$ cat src/rtl/mem_arbiter.sv
// mem_arbiter: round-robin two-client access sequencer and full-clear sweeper for a 16x5 memory.
// Latency: req sampled in IDLE -> memory driven next cycle -> ack/rdata one cycle later; clear is DEPTH writes then clr_done.
// Backpressure: clients hold req until ack; requests wait out ACCESS/RESP/CLEAR; clr_start outside IDLE is dropped.
module mem_arbiter #(
  parameter int ADDR_W = 4,
  parameter int DATA_W = 5,
  parameter int DEPTH  = 16
) (
  input  logic              Clk,
  input  logic              reset_n,
  input  logic              req_a,
  input  logic              req_b,
  input  logic              we_a,
  input  logic              we_b,
  input  logic [ADDR_W-1:0] addr_a,
  input  logic [ADDR_W-1:0] addr_b,
  input  logic [DATA_W-1:0] wdata_a,
  input  logic [DATA_W-1:0] wdata_b,
  output logic              ack_a,
  output logic              ack_b,
  output logic [DATA_W-1:0] rdata,
  input  logic              clr_start,
  output logic              clr_done,
  output logic              busy,
  output logic              mem_write_enable,
  output logic [ADDR_W-1:0] mem_address,
  output logic [DATA_W-1:0] mem_data_in,
  input  logic [DATA_W-1:0] mem_data_out
);

  typedef enum logic [1:0] {
    IDLE   = 2'd0,
    ACCESS = 2'd1,
    RESP   = 2'd2,
    CLEAR  = 2'd3
  } state_t;

  // Last address of the sweep; the counter wraps back to 0 after it.
  localparam logic [ADDR_W-1:0] LAST_IDX = ADDR_W'(DEPTH - 1);
  localparam logic GRANT_A = 1'b0;
  localparam logic GRANT_B = 1'b1;

  state_t            state;
  logic              last_grant;
  logic              cmd_sel;
  logic              cmd_we;
  logic [ADDR_W-1:0] cmd_addr;
  logic [DATA_W-1:0] cmd_wdata;
  logic [ADDR_W-1:0] clr_cnt;

  logic              any_req;
  logic              pick_b;
  logic              sel_we;
  logic [ADDR_W-1:0] sel_addr;
  logic [DATA_W-1:0] sel_wdata;

  // Arbitration: a lone requester wins; on a tie the client that did not win last time goes.
  always_comb begin
    any_req   = req_a | req_b;
    pick_b    = req_b & (~req_a | (last_grant == GRANT_A));
    sel_we    = pick_b ? we_b    : we_a;
    sel_addr  = pick_b ? addr_b  : addr_a;
    sel_wdata = pick_b ? wdata_b : wdata_a;
  end

  assign busy = (state != IDLE);

  // Sequencer: owns the state, command registers, clear counter and every registered output.
  always_ff @(posedge Clk or negedge reset_n) begin
    if (!reset_n) begin
      state            <= IDLE;
      last_grant       <= GRANT_B;
      cmd_sel          <= GRANT_A;
      cmd_we           <= 1'b0;
      cmd_addr         <= '0;
      cmd_wdata        <= '0;
      clr_cnt          <= '0;
      ack_a            <= 1'b0;
      ack_b            <= 1'b0;
      rdata            <= '0;
      clr_done         <= 1'b0;
      mem_write_enable <= 1'b0;
      mem_address      <= '0;
      mem_data_in      <= '0;
    end else begin
      // Pulses last exactly one cycle unless a state below re-asserts them.
      ack_a    <= 1'b0;
      ack_b    <= 1'b0;
      clr_done <= 1'b0;

      case (state)
        IDLE: begin
          if (clr_start) begin
            // Clear beats any pending request; the request is served after the sweep.
            state            <= CLEAR;
            clr_cnt          <= '0;
            mem_write_enable <= 1'b1;
            mem_address      <= '0;
            mem_data_in      <= '0;
          end else if (any_req) begin
            state            <= ACCESS;
            cmd_sel          <= pick_b;
            cmd_we           <= sel_we;
            cmd_addr         <= sel_addr;
            cmd_wdata        <= sel_wdata;
            last_grant       <= pick_b;
            // Outputs are registered, so the memory sees the command during ACCESS.
            mem_write_enable <= sel_we;
            mem_address      <= sel_addr;
            mem_data_in      <= sel_we ? sel_wdata : '0;
          end
        end

        ACCESS: begin
          // Reads capture the memory's combinational output; writes echo the written data.
          rdata            <= cmd_we ? cmd_wdata : mem_data_out;
          ack_a            <= (cmd_sel == GRANT_A);
          ack_b            <= (cmd_sel == GRANT_B);
          mem_write_enable <= 1'b0;
          mem_address      <= '0;
          mem_data_in      <= '0;
          state            <= RESP;
        end

        RESP: begin
          state <= IDLE;
        end

        CLEAR: begin
          if (clr_cnt == LAST_IDX) begin
            state            <= IDLE;
            clr_done         <= 1'b1;
            clr_cnt          <= '0;
            mem_write_enable <= 1'b0;
            mem_address      <= '0;
            mem_data_in      <= '0;
          end else begin
            clr_cnt          <= clr_cnt + 1'b1;
            mem_write_enable <= 1'b1;
            mem_address      <= clr_cnt + 1'b1;
            mem_data_in      <= '0;
          end
        end

        default: begin
          state <= IDLE;
        end
      endcase
    end
  end

  // Only one client is ever acknowledged at a time.
  a_ack_exclusive: assert property (@(posedge Clk) disable iff (!reset_n)
    !(ack_a && ack_b));

  // Acks only appear in the response cycle.
  a_ack_in_resp: assert property (@(posedge Clk) disable iff (!reset_n)
    (ack_a || ack_b) |-> (state == RESP));

  // The memory is written only by a write command or by the sweep.
  a_we_scope: assert property (@(posedge Clk) disable iff (!reset_n)
    mem_write_enable |-> (((state == ACCESS) && cmd_we) || (state == CLEAR)));

  // During ACCESS the memory address is the latched command address.
  a_access_addr: assert property (@(posedge Clk) disable iff (!reset_n)
    (state == ACCESS) |-> (mem_address == cmd_addr));

  // During the sweep the address tracks the counter and the data is zero.
  a_clear_addr: assert property (@(posedge Clk) disable iff (!reset_n)
    (state == CLEAR) |-> ((mem_address == clr_cnt) && (mem_data_in == '0) && mem_write_enable));

  // The memory port is quiet in IDLE and RESP.
  a_quiet: assert property (@(posedge Clk) disable iff (!reset_n)
    ((state == IDLE) || (state == RESP)) |-> (!mem_write_enable && (mem_address == '0) && (mem_data_in == '0)));

endmodule

$ cat config.mk
export PLATFORM = sky130hd
export DESIGN_NAME = mem_arbiter
export DESIGN_NICKNAME = d
export VERILOG_FILES = /design/src/rtl/mem_arbiter.sv
export SDC_FILE = /design/constraint.sdc
export NUM_CORES = 1
export LEC_CHECK = 0
export BUFFER_PORTS_ARGS = -buffer_cell sky130_fd_sc_hd__buf_4
export CAP_MARGIN = 10
export CELL_PAD_IN_SITES_DETAIL_PLACEMENT = 0
export CELL_PAD_IN_SITES_GLOBAL_PLACEMENT = 1
export CORE_UTILIZATION = 40
export CTS_CLUSTER_DIAMETER = 40
export DETAILED_ROUTE_END_ITERATION = 10
export GPL_ROUTABILITY_DRIVEN = 0
export PLACE_DENSITY_LB_ADDON = 0.12
export SYNTH_ARGS = -nofsm -noshare
export SYNTH_HDL_FRONTEND = slang
export SYNTH_SLANG_ARGS = --single-unit
export TNS_END_PERCENT = 30
$ cat constraint.sdc
create_clock -name Clk -period 2.7 [get_ports Clk]
set_input_delay 0.405 -clock Clk [delete_from_list [all_inputs] [get_ports Clk]]
set_output_delay 0.405 -clock Clk [all_outputs]
set_load 0.1 [all_outputs]
==> run summary, run 1 <==
Final Hold Viols: 0
post-synth top area share: 52.1%
vias in the first global route: 1,170
Post-Synthesis Cells: 137
root buf cell: clkbuf_8
Yosys Warn Count: 0
RSZ-0062 raised after global routing: no
crit path capture type: flop
Setup violations, final: 0
Synthesized Nets: 168
global-route wire length before repair: 5430 µm
Post-Route WL: 3140 µm
Synth Register Bits: 32
die area: 3970 µm²
largest cells by area after synthesis: dfrtp_1 (52%), mux2i_1 (8.1%), nor2_1 (4.5%), o21ai_0 (4.0%), a21oi_1 (3.4%)
I/O Pins: 49
H-Tree Depth: 2
peak supply drop: 639 µV
row count: 21
sw power: 1.43 mW
placed insts: 225
status: finished clean
Setup Skew: 0.00622 ns
Post-CTS Repair Setup Buffers: 0
Rel. slew slack: 51.6%
Synth async-reset ratio: 100%
vias per cell: 5.04
combinational share of power: 52.7%
Syn-to-layout area delta: 33.9%
period utilization: 65.2%
CTS Hold Buffers Added: 0
CTS clk-pin slew, worst paths: 0.07 ns
fin crit period: 1.76 ns
proportion of layout cells with a drive suffix above 1: 36.4%
P_leak: 0.938 nW
Final Max Tran Viols: 0
CTS tree: built
Starting Density: 43.3%
Pint: 1.40 mW
fmax: 0.568 GHz
max incr delay on CP: 0.52 ns
final core utilization: 58.0%
DRT Pass-1 Iters: 4
total track usage: 17.7%
ant diodes: 0
critical-path cell list: or2_4, nor3_4, nand2b_4, o2bb2ai_1
MaxCap Viol Count: 0
clock power share: 17.4%
Min-Delay Path Class: input port to asynchronous set/reset pin
die width: 63.0 µm
final non-filler cell total: 233
CTS Buffer Depth: 2
number of enable flip-flop cells after synthesis: 0
CTS resizes: 0
Via Count: 1,175
initial antenna violation count: 0
register area share after synthesis: 53.8%
Critical Path RT: 2.89 ns
Worst-Skew Late Latency: 0.27 ns
Worst Max-Slew Pin Slew: 0.722 ns
sw frac: 50.4%
slowest CP cell: nor3_4
# port buffers: 48
WL per Instance: 13.5 µm
Arr. time, crit path: 1.95 ns
synthesized area per cell: 10.9 µm²
chip height: 63.0 µm
grt total ovfl: 0
setup_tns: 0 ns
critical path class: flop to flop
P per Cell Area: 1420 nW/µm²
drt drc: 0
core area: 3440 µm²
Netlist cell types: 32
Routed Antenna Nets: 0
largest area contributor in the netlist: dfrtp_1
Reg power frac: 29.9%
nets@finish: 217
Num CTS Buffers: 5
critical path startpoint category: flop
DR iter-0 viols: 43
Clock Sink Count: 32
Netlist Area Pre-Place: 1490 µm²
highest net fanout along the worst path: 15
largest net degree at the start of global routing: 33
# fillers: 312
Top FF cell, synth: dfrtp_1
-- final timing paths --
path                            depth (start not counted)            startpoint  slack (ns)                          to
worst max-delay path                                    4  state[1]$_DFFE_PN0P_        0.94  mem_data_in[4]$_DFFE_PN0P_
worst min-delay path                                    1               reset_n        0.05      clr_cnt[2]$_DFFE_PN0P_
worst max register to register                          4  state[1]$_DFFE_PN0P_        0.94  mem_data_in[4]$_DFFE_PN0P_
min in group Clk                                        2             clr_start        0.39  mem_address[1]$_DFFE_PN0P_
worst min register to register                          1   cmd_sel$_DFFE_PN0P_        0.42             ack_a$_DFF_PN0_
max in group asynchronous                               1               reset_n        2.32      last_grant$_DFFE_PN1P_
-- worst max-delay path: cells and delay by family (launching register included) --
| family | cells | cell delay [ns] |
|---|---|---|
| and+or+nand+nor | 3 | 0.98 |
| AOI/OAI and AO/OA | 1 | 0.19 |
| DFF | 1 | 0.51 |
-- sequential cells by signal, indices dropped and copies added, names as in the netlist --
register,cells
clr_cnt,4
cmd_sel,1
cmd_wdata,5
mem_address,4
ack_a,1
last_grant,1
mem_data_in,5
mem_write_enable,1
clr_done,1
rdata,5
cmd_we,1
state,2
ack_b,1
-- Yosys cell counts (4+ instances only) --
cell / instances
a21oi_1: 10
dfrtp_1: 31
inv_1: 4
mux2_2: 4
mux2i_1: 12
nand2_1: 8
nor2_1: 18
nor3_1: 4
o21ai_0: 12
o2bb2ai_1: 5
-- area by class of cell --
class	instances	area (µm²)	share of cell area [%]
Clock buffer	7	96.3	4.83
Clock inverter	1	30.0	1.50
Inverter	4	15.0	0.752
Multi-Input combinational cell	95	634	31.8
Sequential cell	32	802	40.2
Tap cell	46	57.6	2.88
Timing Repair Buffer	48	360	18.1
-- logic make-up after synthesis --
kind of cell,share of synthesized area (%)
xor+xnor,1.18
simple gates,11.7
buf+inv,3.61
mux,11.1
fa+ha+maj,0.839
compound gates,17.8
flops,53.8
-- power groups by stage --
stage                     clock [mW]  combinational, mW  sequential, mW
final                          0.491               1.49           0.845
after global routing           0.524               1.59           0.874
after CTS                      0.507               1.50           0.845
after detailed placement           0               1.50           0.852
after global placement             0               1.48           0.844
after floorplan                    0              0.587            1.45
-- placed cells by master, fill, tap and decap left out, types with 2 or more instances in the layout --
| cell | synthesis | routed |
|---|---|---|
| o21ai_0 | 12 | 12 |
| a2bb2oi_1 | 2 | 2 |
| buf_4 | 0 | 48 |
| inv_1 | 4 | 4 |
| dfrtp_1 | 31 | 31 |
| o2bb2ai_1 | 5 | 5 |
| mux2_2 | 4 | 4 |
| a21oi_2 | 2 | 2 |
| nor2_1 | 18 | 18 |
| nand2b_1 | 2 | 2 |
| clkbuf_8 | 0 | 7 |
| xnor2_1 | 2 | 2 |
| a21oi_1 | 10 | 10 |
| nor3_1 | 4 | 4 |
| mux2i_1 | 12 | 12 |
| o22ai_1 | 2 | 2 |
| nand2_1 | 8 | 8 |
-- layer usage --
layer,GRT usage (%),part of all wire [%]
met1,24.7,47
met2,26.5,46
met3,4.74,6.1
met4,5.52,0.61
met5,0,0
-- metrics by stage --
| step | worst slack, ns | total power [mW] | area (µm²) | hold WS, ns |
|---|---|---|---|---|
| floorplan | 1.20 | 2.03 | 1490 | 0.109 |
| CTS | 0.933 | 2.85 | 2000 | 0.0699 |
| global placement | 0.862 | 2.33 | 1870 | 0.360 |
| finish | 0.940 | 2.83 | 2000 | 0.0536 |
| global route | 0.791 | 2.99 | 2000 | 0.0854 |
| detailed placement | 0.810 | 2.35 | 1870 | 0.370 |
(Power assumes the default switching activity.)
==> run 2: changes to the inputs <==
--- a/config.mk
+++ b/config.mk
@@ -9,7 +9,7 @@
 export CAP_MARGIN = 10
 export CELL_PAD_IN_SITES_DETAIL_PLACEMENT = 0
 export CELL_PAD_IN_SITES_GLOBAL_PLACEMENT = 1
-export CORE_UTILIZATION = 40
+export CORE_UTILIZATION = 37
 export CTS_CLUSTER_DIAMETER = 40
 export DETAILED_ROUTE_END_ITERATION = 10
 export GPL_ROUTABILITY_DRIVEN = 0
==> constraint.sdc (replaced) <==
create_clock -name Clk -period 1.8 [get_ports Clk]
set_input_delay 0.27 -clock Clk [delete_from_list [all_inputs] [get_ports Clk]]
set_output_delay 0.27 -clock Clk [all_outputs]
set_load 0.1 [all_outputs]
==> run summary, run 2 (synthesis results as in run 1) <==
Clock Sink Count: 32
worst flop-to-flop path startpoint: clr_cnt[0]$_DFFE_PN0P_
critical path class: flop to flop
P per Cell Area: 2090 nW/µm²
Place WS: 0.194 ns
H-Tree Depth: 2
initial antenna violation count: 0
critical path startpoint category: flop
commonest non-fill, non-tap cell in the layout: buf_4
setup_tns: 0 ns
slowest CP cell: o21bai_1
Crit. Startpoint: clr_cnt[0]$_DFFE_PN0P_
MaxCap Viol Count: 0
Post-DP HPWL: 2420 µm
Num CTS Buffers: 5
final core utilization: 53.9%
DR iter-0 viols: 52
final non-filler cell total: 242
period utilization: 91.8%
nets@finish: 224
Post-Route WL: 3230 µm
WL per Instance: 13.4 µm
drt drc: 0
proportion of layout cells with a drive suffix above 1: 37.6%
status: finished clean
placed insts: 233
Rel. slew slack: 63.4%
Placed Area: 1920 µm²
crit path capture type: flop
CTS tree: built
worst setup margin: 0.148 ns
I/O Pins: 49
die area: 4290 µm²
# fillers: 346
WP buf/inv: 0
grt total ovfl: 0
P_leak: 0.963 nW
Setup violations, final: 0
CTS Buffer Depth: 2
root buf cell: clkbuf_8
Setup Skew: 0.00709 ns
Arr. time, crit path: 1.81 ns
Final Hold Viols: 0
Starting Density: 39.5%
vias per cell: 4.95
# port buffers: 48
largest net degree at the start of global routing: 33
ant diodes: 0
Pwr Total: 4.25 mW
Critical Path RT: 1.96 ns
global-route wire length before repair: 5440 µm
max incr delay on CP: 0.46 ns
Routed Antenna Nets: 0
DRT Pass-1 Iters: 4
Top delay family on crit path: compound AO/OA/AOI/OAI gates
die width: 65.5 µm
largest registers: cmd_wdata: 5 flops, mem_data_in: 5 flops, rdata: 5 flops
Via Count: 1,199
fin crit period: 1.65 ns
chip height: 65.5 µm
Worst-Skew Late Latency: 0.28 ns
highest net fanout along the worst path: 7
core area: 3770 µm²
hold path start: clr_start
RSZ-0062 raised after global routing: no
peak supply drop: 1260 µV
critical-path cell list: ha_1, nand2_1, o21bai_1, a2bb2oi_1, a21oi_1
hold_ws: 0.236 ns
total track usage: 17.4%
Final Max Tran Viols: 0
vias in the first global route: 1,184
Syn-to-layout area delta: 36.5%
row count: 22
fmax: 0.605 GHz
post-route cell area: 2030 µm²
Worst Max-Slew Pin Slew: 0.547 ns
most frequent cells in the layout: buf_4 (54), dfrtp_1 (31), nor2_1 (18), mux2i_1 (12), o21ai_0 (12)
CTS clk-pin slew, worst paths: 0.07 ns
Min-Delay Path Class: input port to flop
-- run 2: layer usage --
layer / part of all wire, % / GRT usage (%)
met3: 4.5 / 5.38
met2: 44 / 24.4
met4: 1.8 / 8.42
met1: 49 / 24.1
met5: 0 / 0
-- run 2: layout make-up --
class                      count  area [µm²]  share of cell area [%]
sequential                    32         802                    39.4
multi-input combinational     95         634                    31.2
timing repair buffer          55         415                    20.4
clock buffer                   6        72.6                    3.57
tap                           48        60.1                    2.95
clock inverter                 2        35.0                    1.72
inverter                       4        15.0                   0.738
-- run 2: final timing paths --
path	slack (ns)	depth (start not counted)	to
max reg2reg	0.15	5	mem_address[3]$_DFFE_PN0P_
min in group asynchronous	0.46	2	clr_cnt[2]$_DFFE_PN0P_
max	0.15	5	mem_address[3]$_DFFE_PN0P_
min	0.24	2	mem_address[1]$_DFFE_PN0P_
min reg2reg	0.42	1	ack_a$_DFF_PN0_
max in group asynchronous	1.02	2	last_grant$_DFFE_PN1P_
-- run 2: worst reg2reg max path: cells and delay by family (launching register included) --
kind            cells  cell delay, ns
compound gates      3            0.76
fa+ha+maj           1            0.23
flops               1            0.43
simple gates        1            0.10
-- run 2: power breakdown --
part | switching, mW | total (mW) | internal, mW
registers | 0.203 | 1.22 | 1.01
logic | 1.70 | 2.36 | 0.658
clock network | 0.262 | 0.673 | 0.410
total | 2.17 | 4.25 | 2.08
-- run 2: repair_timing --
item                                   4_1_cts  5_1_grt
setup buffers                                0        0
endpoints found under the hold margin       31        0
gates resized for setup                      0        0
hold buffers                                 1        0
